### config.mk
export PLATFORM = sky130hd
export DESIGN_NAME = bus_arbiter
export DESIGN_NICKNAME = d
export VERILOG_FILES = /design/src/rtl/bus_arbiter.sv
export SDC_FILE = /design/constraint.sdc
export NUM_CORES = 1
export LEC_CHECK = 0
export BUFFER_PORTS_ARGS = -buffer_cell sky130_fd_sc_hd__clkbuf_2
export CORE_AREA = 2 2 52 54
export DETAILED_ROUTE_END_ITERATION = 8
export DIE_AREA = 0 0 54 56
export PLACE_DENSITY = 0.59
export SYNTH_ARGS = -nofsm -noshare
export SYNTH_HDL_FRONTEND = slang
export SYNTH_SLANG_ARGS = --single-unit
### constraint.sdc
create_clock -name clk -period 5.92 [get_ports clk]
set_input_delay 0 -clock clk [delete_from_list [all_inputs] [get_ports clk]]
set_output_delay 0 -clock clk [all_outputs]
set_load 0.005 [all_outputs]
### src/rtl/bus_arbiter.sv
// ---------------------------------------------------------------------------
// bus_arbiter
//   Two-master arbiter for the serial system bus. Grants the bus to one
//   master at a time, drives the bus-mux owner select, inserts a one-cycle
//   turnaround between owners, alternates owners when both are waiting, and
//   revokes a grant that has been held for TIMEOUT_CYCLES cycles.
//
// Parameters
//   TIMEOUT_CYCLES  maximum number of cycles a grant may stay high
//   CNT_WIDTH       hold-counter width; must represent TIMEOUT_CYCLES-1
//
// Ports
//   clk         system clock, rising edge
//   reset       asynchronous, active-low reset
//   m1_request  level request from master 1, held until its transaction ends
//   m2_request  level request from master 2
//   m1_done     one-cycle pulse, master 1 transaction complete
//   m2_done     one-cycle pulse, master 2 transaction complete
//   m1_grant    grant to master 1 (registered)
//   m2_grant    grant to master 2 (registered)
//   m1_busy     bus owned by master 2, or in turnaround
//   m2_busy     bus owned by master 1, or in turnaround
//   bus_owner   mux select: 0 = master 1, 1 = master 2 (held between grants)
//   bus_active  high while either grant is high
//   timeout     one-cycle pulse when the watchdog revokes a grant
// ---------------------------------------------------------------------------
module bus_arbiter #(
  parameter int TIMEOUT_CYCLES = 1024,
  parameter int CNT_WIDTH      = 11
) (
  input  logic clk,
  input  logic reset,
  input  logic m1_request,
  input  logic m2_request,
  input  logic m1_done,
  input  logic m2_done,
  output logic m1_grant,
  output logic m2_grant,
  output logic m1_busy,
  output logic m2_busy,
  output logic bus_owner,
  output logic bus_active,
  output logic timeout
);

  localparam logic [1:0] ST_IDLE     = 2'd0;
  localparam logic [1:0] ST_GRANT_M1 = 2'd1;
  localparam logic [1:0] ST_GRANT_M2 = 2'd2;
  localparam logic [1:0] ST_RELEASE  = 2'd3;

  localparam logic [CNT_WIDTH-1:0] CNT_MAX = CNT_WIDTH'(TIMEOUT_CYCLES - 1);

  logic [1:0]           state, state_nxt;
  logic [CNT_WIDTH-1:0] hold_cnt, hold_cnt_nxt;
  // Owner of the most recent grant, same encoding as bus_owner.
  logic                 last_owner, last_owner_nxt;
  logic                 timeout_nxt;

  logic owner_is_m2;
  logic owner_req;
  logic owner_done;
  logic pick_valid;
  logic pick_m2;

  // Arbitration decision, used from both IDLE and RELEASE. On a tie the
  // master that did not own the bus last wins.
  always_comb begin
    pick_valid = m1_request | m2_request;
    if (m1_request && m2_request) pick_m2 = ~last_owner;
    else                          pick_m2 = m2_request;
  end

  // NOTE: every signal written in this block gets a default first, so no
  // path through the case statement can leave one unassigned (no latches).
  always_comb begin
    state_nxt      = state;
    hold_cnt_nxt   = hold_cnt;
    last_owner_nxt = last_owner;
    timeout_nxt    = 1'b0;

    owner_is_m2 = (state == ST_GRANT_M2);
    owner_req   = owner_is_m2 ? m2_request : m1_request;
    owner_done  = owner_is_m2 ? m2_done    : m1_done;

    case (state)
      ST_GRANT_M1, ST_GRANT_M2: begin
        if (owner_done || !owner_req) begin
          // Voluntary end (done or withdrawal) takes precedence over the
          // watchdog, so no timeout pulse on a simultaneous expiry.
          state_nxt      = ST_RELEASE;
          last_owner_nxt = owner_is_m2;
        end else if (hold_cnt == CNT_MAX) begin
          state_nxt      = ST_RELEASE;
          last_owner_nxt = owner_is_m2;
          timeout_nxt    = 1'b1;
        end else begin
          hold_cnt_nxt = hold_cnt + CNT_WIDTH'(1);
        end
      end
      default: begin
        // IDLE and RELEASE arbitrate identically; RELEASE lasts one cycle.
        if (pick_valid) begin
          state_nxt    = pick_m2 ? ST_GRANT_M2 : ST_GRANT_M1;
          hold_cnt_nxt = '0;
        end else begin
          state_nxt = ST_IDLE;
        end
      end
    endcase
  end

  // Outputs are registered from the next state so they change on the same
  // edge as the state itself.
  // NOTE: sequential state uses non-blocking assignments so every register
  // samples the pre-edge values regardless of statement order.
  always_ff @(posedge clk or negedge reset) begin
    if (!reset) begin
      state      <= ST_IDLE;
      hold_cnt   <= '0;
      last_owner <= 1'b1;
      m1_grant   <= 1'b0;
      m2_grant   <= 1'b0;
      m1_busy    <= 1'b0;
      m2_busy    <= 1'b0;
      bus_owner  <= 1'b0;
      bus_active <= 1'b0;
      timeout    <= 1'b0;
    end else begin
      state      <= state_nxt;
      hold_cnt   <= hold_cnt_nxt;
      last_owner <= last_owner_nxt;
      m1_grant   <= (state_nxt == ST_GRANT_M1);
      m2_grant   <= (state_nxt == ST_GRANT_M2);
      m1_busy    <= (state_nxt == ST_GRANT_M2) || (state_nxt == ST_RELEASE);
      m2_busy    <= (state_nxt == ST_GRANT_M1) || (state_nxt == ST_RELEASE);
      bus_active <= (state_nxt == ST_GRANT_M1) || (state_nxt == ST_GRANT_M2);
      timeout    <= timeout_nxt;
      if (state_nxt == ST_GRANT_M2)      bus_owner <= 1'b1;
      else if (state_nxt == ST_GRANT_M1) bus_owner <= 1'b0;
    end
  end

endmodule

==> results of run 1 <==
through the flow:
stage,total power [mW],cell area [um^2],cells
floorplan,0.390,1070,102
global placement,0.456,1160,141
detailed placement,0.463,1160,141
CTS,0.577,1220,146
global route,0.618,1220,146
finish,0.569,1220,146
flip-flops by register name (all words and copies together), names as in the netlist:
register	count
bus_active	1
timeout	1
m2_grant	1
m1_grant	1
last_owner	1
bus_owner	1
hold_cnt	11
m1_busy	1
state	2
routing by layer:
layer / track usage / vias up / part of all wire
li1: - / 417 / -
met1: 0.205 / 415 / 0.46
met2: 0.274 / 9 / 0.51
met3: 0.0323 / 2 / 0.023
met4: 0.0429 / 0 / 0.0056
met5: 0 / - / 0
area by class of cell:
class	instances	area share
tap	30	0.0306
clock buffer	3	0.0184
multi-input combinational	74	0.441
timing repair buffer	14	0.0633
inverter	4	0.0123
sequential	20	0.410
clock inverter	1	0.0245
where the power goes:
group	total, mW	switching, mW	internal (mW)
registers	0.199	0.0225	0.176
clock network	0.113	0.0442	0.0684
logic	0.257	0.149	0.108
layout by cell type (no fill, tap or decap), drive strengths merged, types with 2 or more instances in the layout:
cell type and instances:
nand2b 2, mux2 2, nor2 4, nand4 2, mux2i 2, nor4b 3, nor3b 2, o211ai 10
inv 4, nor4 2, dfrtp 19, o21ai 2, nand3b 5, ha 5, o21a 2, or2 4
nand2 7, or3 5, nand3 3, clkbuf 15
kinds of logic after synthesis:
kind of cell	count (synthesis)
simple gates	42
compound gates	23
flops	20
buf+inv	8
fa+ha+maj	5
mux	4
worst paths after layout:
| kind | end | depth (start not counted) | slack, ns | startpoint |
|---|---|---|---|---|
| hold / removal | state[0] | 2 | 0.12 | m1_request |
| min in group asynchronous | hold_cnt[4] | 2 | 0.19 | reset |
| setup / recovery | bus_owner | 8 | 2.91 | state[0] |
| setup reg to reg | bus_owner | 8 | 2.91 | state[0] |
| hold reg to reg | hold_cnt[9] | 1 | 0.50 | hold_cnt[9] |
| max in group asynchronous | last_owner | 2 | 5.37 | reset |
worst max-delay path, cell delays in order, from the launching register on:
cell and delay [ns]:
dfrtp_1 0.37, inv_1 0.06, ha_1 0.59, nor4b_1 0.12, a31oi_1 0.84, nand2b_1 0.25
o21a_1 0.16, ha_1 0.25, mux2_2 0.27
repair_timing:
item | 4_1_cts | 5_1_grt
hold endpoints to repair | 19 | 0
setup endpoints to repair | 0 | 0
resized for setup | 0 | 0
hold buffers | 1 | 0
==> key figures, run 1 <==
STA
  • Final worst-path cycle share: 0.508
  • Final hold slack: 0.118 ns
  • Fin Clk Skew: 0.00121 ns
  • Setup_tns: 0 ns
  • RSZ-0062 raised after global routing: no
  • Setup slack after layout: 2.91 ns
  • Max Freq: 332 MHz
  • Fin. max-slew vios: 0
  • Final setup fails: 0
  • Final min period: 3.01 ns
  • Worst-Margin Slew: 1.13 ns
  • Rel. slew slack: 0.245
  • Hold Vio Cnt, Final: 0

Power
  • Pwr dens: 464 nW/um^2
  • Leak Pwr: 0.522 nW
  • Peak supply drop: 0.308 mV

Finish
  • Antenna Cells: 0
  • Storage cell area: 502 um^2
  • Post-route core utilization: 0.504
  • Final net count: 128
  • Synthesis-to-finish area growth: 14.0%
  • Share of cells above drive strength 1: 0.198
  • Layout fillers: 231
  • Area of the multi-input gates: 541 um^2

Logic synthesis
  • Post-Synth Adder-Cell Area: 0.0582
  • Seq/Total Area, Yosys: 0.467
  • Most common cell in the netlist: dfrtp_1
  • Top cell type's share of synthesized area: 0.442
  • Yosys top cell by area: dfrtp_1
  • Mapped Cells: 102
  • FF+latch count, synth: 20
  • Main synth FF type: dfrtp_1
  • Post-Synth XOR/XNOR Area: 0
  • Multiplexer area fraction after synthesis: 0.0396
  • Library cells used by synthesis: 39
  • Warnings from Yosys: 0
  • Mapped Area: 1070 um^2
  • Synth top area cells: dfrtp_1, o211ai_1, ha_1
  • Simple-Gate Fraction of Synth Area: 0.239
  • Synth cell count leaders: dfrtp_1, o211ai_1, nand2_1
  • Post-synth ARST share: 1.00
  • Syn_area_per_cell: 10.5 um^2
  • EDFF count, synth: 0
  • Largest family of logic cells by synthesized area: simple AND/OR/NAND/NOR gates
  • Synth Net Count: 113
  • Compound-Gate Fraction of Synth Area: 0.166

Setup path
  • Worst EP arrival: 3.21 ns
  • CP Launch Type: flop
  • WP data required: 6.12 ns
  • Critical path peak fanout: 19
  • Crit path kind: flop to flop
  • Worst Setup End Kind: flop

Global routing
  • Number of global-route vias before repair: 809
  • Total track usage: 0.162
  • Total gr overflow: 0
  • Antenna violations before repair: 0
  • First-pass GRT wire length: 3.67 mm
  • Largest net degree at the start of global routing: 21

Place
  • Buffers added on ports: 12
  • Place WS: 2.92 ns
  • Routability congestion estimate from global placement: 0.760
  • Post-DP HPWL: 1.56 mm

Worst hold path
  • Hold WC Path Type: input port to flop

Clock network
  • Clk slew on worst S/H paths: 0.12 ns
  • CTS Buf Count: 3
  • Clock Latency Late Sink: 0.30 ns
  • CTS tree: yes
  • Total setup buffers inserted after CTS: 0
  • Root Driver: clkbuf_4
  • # H-tree levels: 1
  • TritonCTS sink count: 20
  • Clock Path Buffers: 2

Die
  • Initial Util: 0.442
  • Die Wd: 54 um
  • Die area: 3020 um^2
  • Io pins: 13
  • Die height: 56 um
  • # rows: 18
  • Core Region: 2430 um^2

Detailed routing
  • Drt pass-1 iters: 4
  • Routed len/inst: 14.7 um
  • Starting DRC count in detailed routing: 8
  • Vias per inst: 5.77
  • Vias: 843
  • DRC: 0
  • Routed wire length: 2.15 mm
  • DRT antenna net count: 0

Status
  • Outcome: complete, no violations

Flow run
  • Max_cap viols: 0
Power figures use the tool's default switching activity.
==> run 2, diff against run 1 <==
==> constraint.sdc (replaced) <==
create_clock -name clk -period 3 [get_ports clk]
set_input_delay 0 -clock clk [delete_from_list [all_inputs] [get_ports clk]]
set_output_delay 0 -clock clk [all_outputs]
set_load 0.005 [all_outputs]
==> run 2 against run 1 <==
Worst hold slack better by 0.023 ns. Worst setup slack got worse by 2.3 ns. Critical path depth down 1. Clock power up 97%. Sequential power rose by 98%. Power rose by 100%. First-iteration DRC count shrank 13%.
==> key figures, run 2 (synthesis gave the netlist of run 1 again) <==
Status
  • Outcome: complete, no violations

Power
  • Peak supply drop: 0.644 mV (+110%)
  • Leak Pwr: 0.531 nW (+1.7%)
  • Pwr dens: 931 nW/um^2 (+100%)

Finish
  • Largest registers: hold_cnt: 11 flops, state: 2 flops
  • Layout Cells excl Fill: 148 (+1.4%)
  • Share of cells above drive strength 1: 0.212 (+0.0136)
  • Antenna Cells: 0 (unchanged)
  • Final net count: 130 (+1.6%)
  • Largest reg by FF count: hold_cnt
  • Most frequent cells in the layout: dfrtp_1, clkbuf_2, o211ai_1
  • Synthesis-to-finish area growth: 15.4%
  • Commonest non-fill, non-tap cell in the layout: dfrtp_1
  • Max reg flops: 11 (unchanged)

STA
  • Worst-Margin Slew: 0.720 ns (-0.407 ns)
  • Fin. max-slew vios: 0 (unchanged)
  • Final setup fails: 0 (unchanged)
  • Setup slack after layout: 0.608 ns (-2.30 ns)
  • Max Freq: 418 MHz (+26%)
  • RSZ-0062 raised after global routing: no
  • Final worst-path cycle share: 0.797 (+0.289)
  • Fin Clk Skew: 0.0139 ns (+0.0126 ns)
  • Hold Vio Cnt, Final: 0 (unchanged)
  • Rel. slew slack: 0.516 (+0.271)
  • Final min period: 2.39 ns (-0.617 ns)
  • Setup_tns: 0 ns (unchanged)
  • Final hold slack: 0.141 ns (+0.0231 ns)

Clock network
  • # H-tree levels: 1 (unchanged)
  • Clk slew on worst S/H paths: 0.13 ns (about the same)
  • Clock Path Buffers: 2 (unchanged)
  • Total setup buffers inserted after CTS: 0 (unchanged)
  • Root Driver: clkbuf_4
  • TritonCTS sink count: 20 (unchanged)
  • Clock Latency Late Sink: 0.31 ns (about the same)
  • CTS Buf Count: 3 (unchanged)
  • CTS tree: yes

Global routing
  • Total gr overflow: 0 (unchanged)
  • First-pass GRT wire length: 4.01 mm (+9.2%)
  • Number of global-route vias before repair: 852 (+5.3%)
  • Total track usage: 0.174 (+0.0123)
  • Largest net degree at the start of global routing: 21 (unchanged)
  • Antenna violations before repair: 0 (unchanged)

Setup path
  • Crit path kind: flop to flop
  • CP Launch Type: flop
  • Worst EP arrival: 2.60 ns (-0.61 ns)
  • Critical path peak fanout: 6 (-13)
  • Worst Setup End Kind: flop
  • WP data required: 3.21 ns (-2.91 ns)

Die
  • Die area: 3020 um^2 (unchanged)
  • Die Wd: 54 um (unchanged)
  • Die height: 56 um (unchanged)
  • Io pins: 13 (unchanged)
  • # rows: 18 (unchanged)
  • Initial Util: 0.442 (unchanged)
  • Core Region: 2430 um^2 (unchanged)

Detailed routing
  • Routed len/inst: 15.1 um (+2.5%)
  • DRC: 0 (unchanged)
  • Vias: 856 (+1.5%)
  • Vias per inst: 5.78 (+0.17%)
  • Routed wire length: 2.23 mm (+3.9%)
  • Drt pass-1 iters: 2 (-2)
  • Starting DRC count in detailed routing: 7 (-1)
  • DRT antenna net count: 0 (unchanged)

Place
  • Post-Place Cells: 143 (+1.4%)
  • Buffers added on ports: 12 (unchanged)
  • Place WS: 0.618 ns (-2.30 ns)
  • Post-DP HPWL: 1.59 mm (+1.9%)
  • Routability congestion estimate from global placement: 0.807 (+6.2%)

Worst hold path
  • Hold WC Path Type: input port to flop

Flow run
  • Max_cap viols: 0 (unchanged)
==> run 2: critical path: stages, from the launching register on <==
cell,delay (ns)
dfrtp_1,0.44
ha_1,0.24
nand3_2,0.15
or4_4,0.58
a21oi_2,0.21
a311oi_1,0.07
ha_1,0.31
mux2_2,0.32
==> run 2: path summary, 6_finish.rpt <==
check,startpoint,endpoint,slack [ns],cells past startpoint
min reg2reg,hold_cnt[9],hold_cnt[9],0.49,1
max,hold_cnt[0],bus_owner,0.61,7
max reg2reg,hold_cnt[0],bus_owner,0.61,7
min,m2_request,state[1],0.14,4
max in group asynchronous,reset,last_owner,2.43,2
min in group asynchronous,reset,hold_cnt[8],0.19,2
==> run 2: stage by stage <==
stage               utilization  power [mW]  cell area (um^2)
global placement          0.484       0.935              1180
CTS                       0.510        1.17              1240
floorplan                     -       0.769              1070
finish                    0.510        1.15              1240
detailed placement        0.484       0.940              1180
global route              0.510        1.25              1240
==> run 2: power breakdown <==
| group | total, mW | switching (mW) | leakage, nW | internal [mW] |
|---|---|---|---|---|
| Combinational | 0.537 | 0.305 | 0.243 | 0.233 |
| Clock | 0.223 | 0.0884 | 0.0279 | 0.135 |
| Sequential | 0.394 | 0.0460 | 0.260 | 0.348 |
==> run 2: final cells by class <==
class	instances	area [um^2]
fill	237	1190
clock buffer	3	22.5
timing repair buffer	16	92.6
tap	30	37.5
sequential	20	502
multi-input combinational	74	541
inverter	4	15.0
clock inverter	1	30.0
==> run 2: repair_timing <==
item | in CTS | in global routing
hold buffers | 1 | 0
hold endpoints to repair | 19 | 0
gates resized for setup | 0 | 0
==> run 2: per-layer routing <==
metal / vias to the layer above / share of wire / track usage
met5: - / 0 / 0
met4: 0 / 0.0067 / 0.0500
met3: 2 / 0.022 / 0.0269
met2: 7 / 0.48 / 0.267
met1: 428 / 0.49 / 0.251
li1: 419 / - / -
==> run 3, diff against run 2 <==
--- a/config.mk
+++ b/config.mk
@@ -9,7 +9,7 @@
 export CORE_AREA = 2 2 52 54
 export DETAILED_ROUTE_END_ITERATION = 8
 export DIE_AREA = 0 0 54 56
-export PLACE_DENSITY = 0.59
+export PLACE_DENSITY = 0.61
 export SYNTH_ARGS = -nofsm -noshare
 export SYNTH_HDL_FRONTEND = slang
 export SYNTH_SLANG_ARGS = --single-unit
==> constraint.sdc (replaced) <==
create_clock -name clk -period 2.2 [get_ports clk]
set_input_delay 0 -clock clk [delete_from_list [all_inputs] [get_ports clk]]
set_output_delay 0 -clock clk [all_outputs]
set_load 0.005 [all_outputs]
==> run 3 against run 2 <==
Die area stayed put. Register-to-register slack worse by 0.51 ns. Clock power fell by 6%. Via count increased by 5.1%. Core utilization is 5.1 points higher. Largest cell class unchanged.
==> key figures, run 3 (synthesis gave the netlist of run 1 again) <==
Setup path
  • Crit path kind: flop to flop
  • Critical-path top delay cell: or4_4
  • Worst EP arrival: 2.29 ns (-0.31 ns)
  • Worst Setup End Kind: flop
  • CP Launch Type: flop
  • CP Cell Sequence: nand4_1 > or4_4 > a21oi_4 > a311oi_2 > ha_4 > mux2_4
  • WP data required: 2.39 ns (-0.82 ns)
  • Critical path peak fanout: 5 (-1)
  • CP max stage delay: 0.55 ns (-0.03 ns)

Global routing
  • First-pass GRT wire length: 3.92 mm (-2.2%)
  • Largest net degree at the start of global routing: 21 (unchanged)
  • Total track usage: 0.174 (+0.000188)
  • Total gr overflow: 0 (unchanged)
  • Antenna violations before repair: 0 (unchanged)
  • Number of global-route vias before repair: 877 (+2.9%)

Detailed routing
  • Starting DRC count in detailed routing: 13 (+6)
  • Routed wire length: 2.32 mm (+4.0%)
  • Met3 WL: 63 um (+31%)
  • M1 wire length: 1.07 mm (-2.8%)
  • Vias per inst: 5.66 (-2.1%)
  • DRT antenna net count: 0 (unchanged)
  • Routed len/inst: 14.6 um (-3.2%)
  • Max layer used: met3
  • Metal2 WL: 1.18 mm (+11%)
  • Drt pass-1 iters: 4 (+2)
  • Vias: 900 (+5.1%)
  • DRC: 0 (unchanged)

Finish
  • Cell area after layout: 1370 um^2 (+10%)
  • Largest registers: hold_cnt: 11 flops, state: 2 flops
  • Area of the multi-input gates: 599 um^2 (+11%)
  • Final net count: 141 (+8.5%)
  • Largest reg by FF count: hold_cnt
  • Antenna Cells: 0 (unchanged)
  • Synthesis-to-finish area growth: 27.0%
  • Share of cells above drive strength 1: 0.326 (+0.114)
  • Storage cell area: 502 um^2 (unchanged)
  • Most frequent cells in the layout: dfrtp_1, buf_4, clkbuf_2
  • Max reg flops: 11 (unchanged)
  • Layout fillers: 213 (-10%)
  • Commonest non-fill, non-tap cell in the layout: dfrtp_1

STA
  • Final worst-path cycle share: 0.954 (+0.157)
  • Worst-Margin Slew: 0.506 ns (-0.214 ns)
  • Max Freq: 476 MHz (+14%)
  • Fin Clk Skew: 0.00324 ns (-0.0106 ns)
  • Setup slack after layout: 0.100 ns (-0.508 ns)
  • Setup_tns: 0 ns (unchanged)
  • Hold Vio Cnt, Final: 0 (unchanged)
  • Final hold slack: 0.138 ns (-0.00279 ns)
  • Final min period: 2.10 ns (-0.292 ns)
  • Final setup fails: 0 (unchanged)
  • Rel. slew slack: 0.662 (+0.146)
  • RSZ-0062 raised after global routing: no
  • Fin. max-slew vios: 0 (unchanged)

Worst hold path
  • Hold WC Path Type: input port to flop

Place
  • Cell Area, Placed: 1260 um^2 (+7.2%)
  • Place WS: -0.0286 ns (-0.647 ns)
  • Buffers added on ports: 12 (unchanged)
  • Post-DP HPWL: 1.66 mm (+4.5%)
  • Routability congestion estimate from global placement: 0.742 (-8.0%)

Power
  • Pwr dens: 1280 nW/um^2 (+38%)
  • Leak Pwr: 0.583 nW (+9.9%)
  • Peak supply drop: 1.09 mV (+69%)
  • Total power: 1.75 mW (+52%)

Clock network
  • Root Driver: clkbuf_4
  • CTS Buf Count: 3 (unchanged)
  • Clock Latency Late Sink: 0.29 ns (-0.02 ns)
  • # H-tree levels: 1 (unchanged)
  • TritonCTS sink count: 20 (unchanged)
  • CTS tree: yes
  • Clk slew on worst S/H paths: 0.11 ns (-0.02 ns)
  • Clock Path Buffers: 2 (unchanged)

Die
  • Die Wd: 54 um (unchanged)
  • Initial Util: 0.442 (unchanged)
  • Core Region: 2430 um^2 (unchanged)
  • Io pins: 13 (unchanged)
  • # rows: 18 (unchanged)
  • Die height: 56 um (unchanged)
  • Die area: 3020 um^2 (unchanged)

Status
  • Outcome: complete, no violations

Flow run
  • Max_cap viols: 0 (unchanged)
## run 3: area by class of cell
type | count | area share
Tap cell | 30 | 0.0275
Inverter | 4 | 0.0110
Multi-Input combinational cell | 74 | 0.439
Clock buffer | 4 | 0.0266
Sequential cell | 20 | 0.368
Timing Repair Buffer | 27 | 0.128
## run 3: worst max-delay path, delay by kind of cell, from the launching register on
family / cells / cell delay, ns
AOI/OAI and AO/OA: 2 / 0.23
and+or+nand+nor: 2 / 0.74
adders and majority gates: 1 / 0.30
DFF: 1 / 0.42
muxes: 1 / 0.29
## run 3: final timing paths
path	slack, ns	startpoint	endpoint	depth (start not counted)
hold / removal	0.14	m1_request	state[0]	2
hold reg to reg	0.48	hold_cnt[9]	hold_cnt[9]	1
min in group asynchronous	0.20	reset	bus_active	2
setup reg to reg	0.10	hold_cnt[6]	bus_owner	6
setup / recovery	0.10	hold_cnt[6]	bus_owner	6
max in group asynchronous	1.64	reset	last_owner	2
## run 3: repair_timing
item                                    4_1_cts  5_1_grt
gates cloned                                  0        0
endpoints found under the setup margin        1        2
hold buffers                                  1        0
gates resized for setup                       2        5
hold endpoints to repair                     19        0
pin swaps                                     4        1
setup buffers                                 1        0
## run 3: power by group
part / internal (mW) / total (mW) / switching, mW
Combinational: 0.503 / 1.01 / 0.511
Sequential: 0.475 / 0.530 / 0.0549
Clock: 0.101 / 0.209 / 0.108
## run 3: metal layers
layer	vias up	GRT usage
met1	446	0.237
met2	11	0.277
met5	-	0
li1	443	-
met4	0	0.0536
met3	0	0.0323
## run 3: per-stage QoR
| stage | utilization | instances |
|---|---|---|
| finish | 0.561 | 159 |
| global route | 0.561 | 159 |
| CTS | 0.545 | 159 |
| detailed placement | 0.519 | 153 |
| global placement | 0.519 | 153 |
| floorplan | - | 102 |
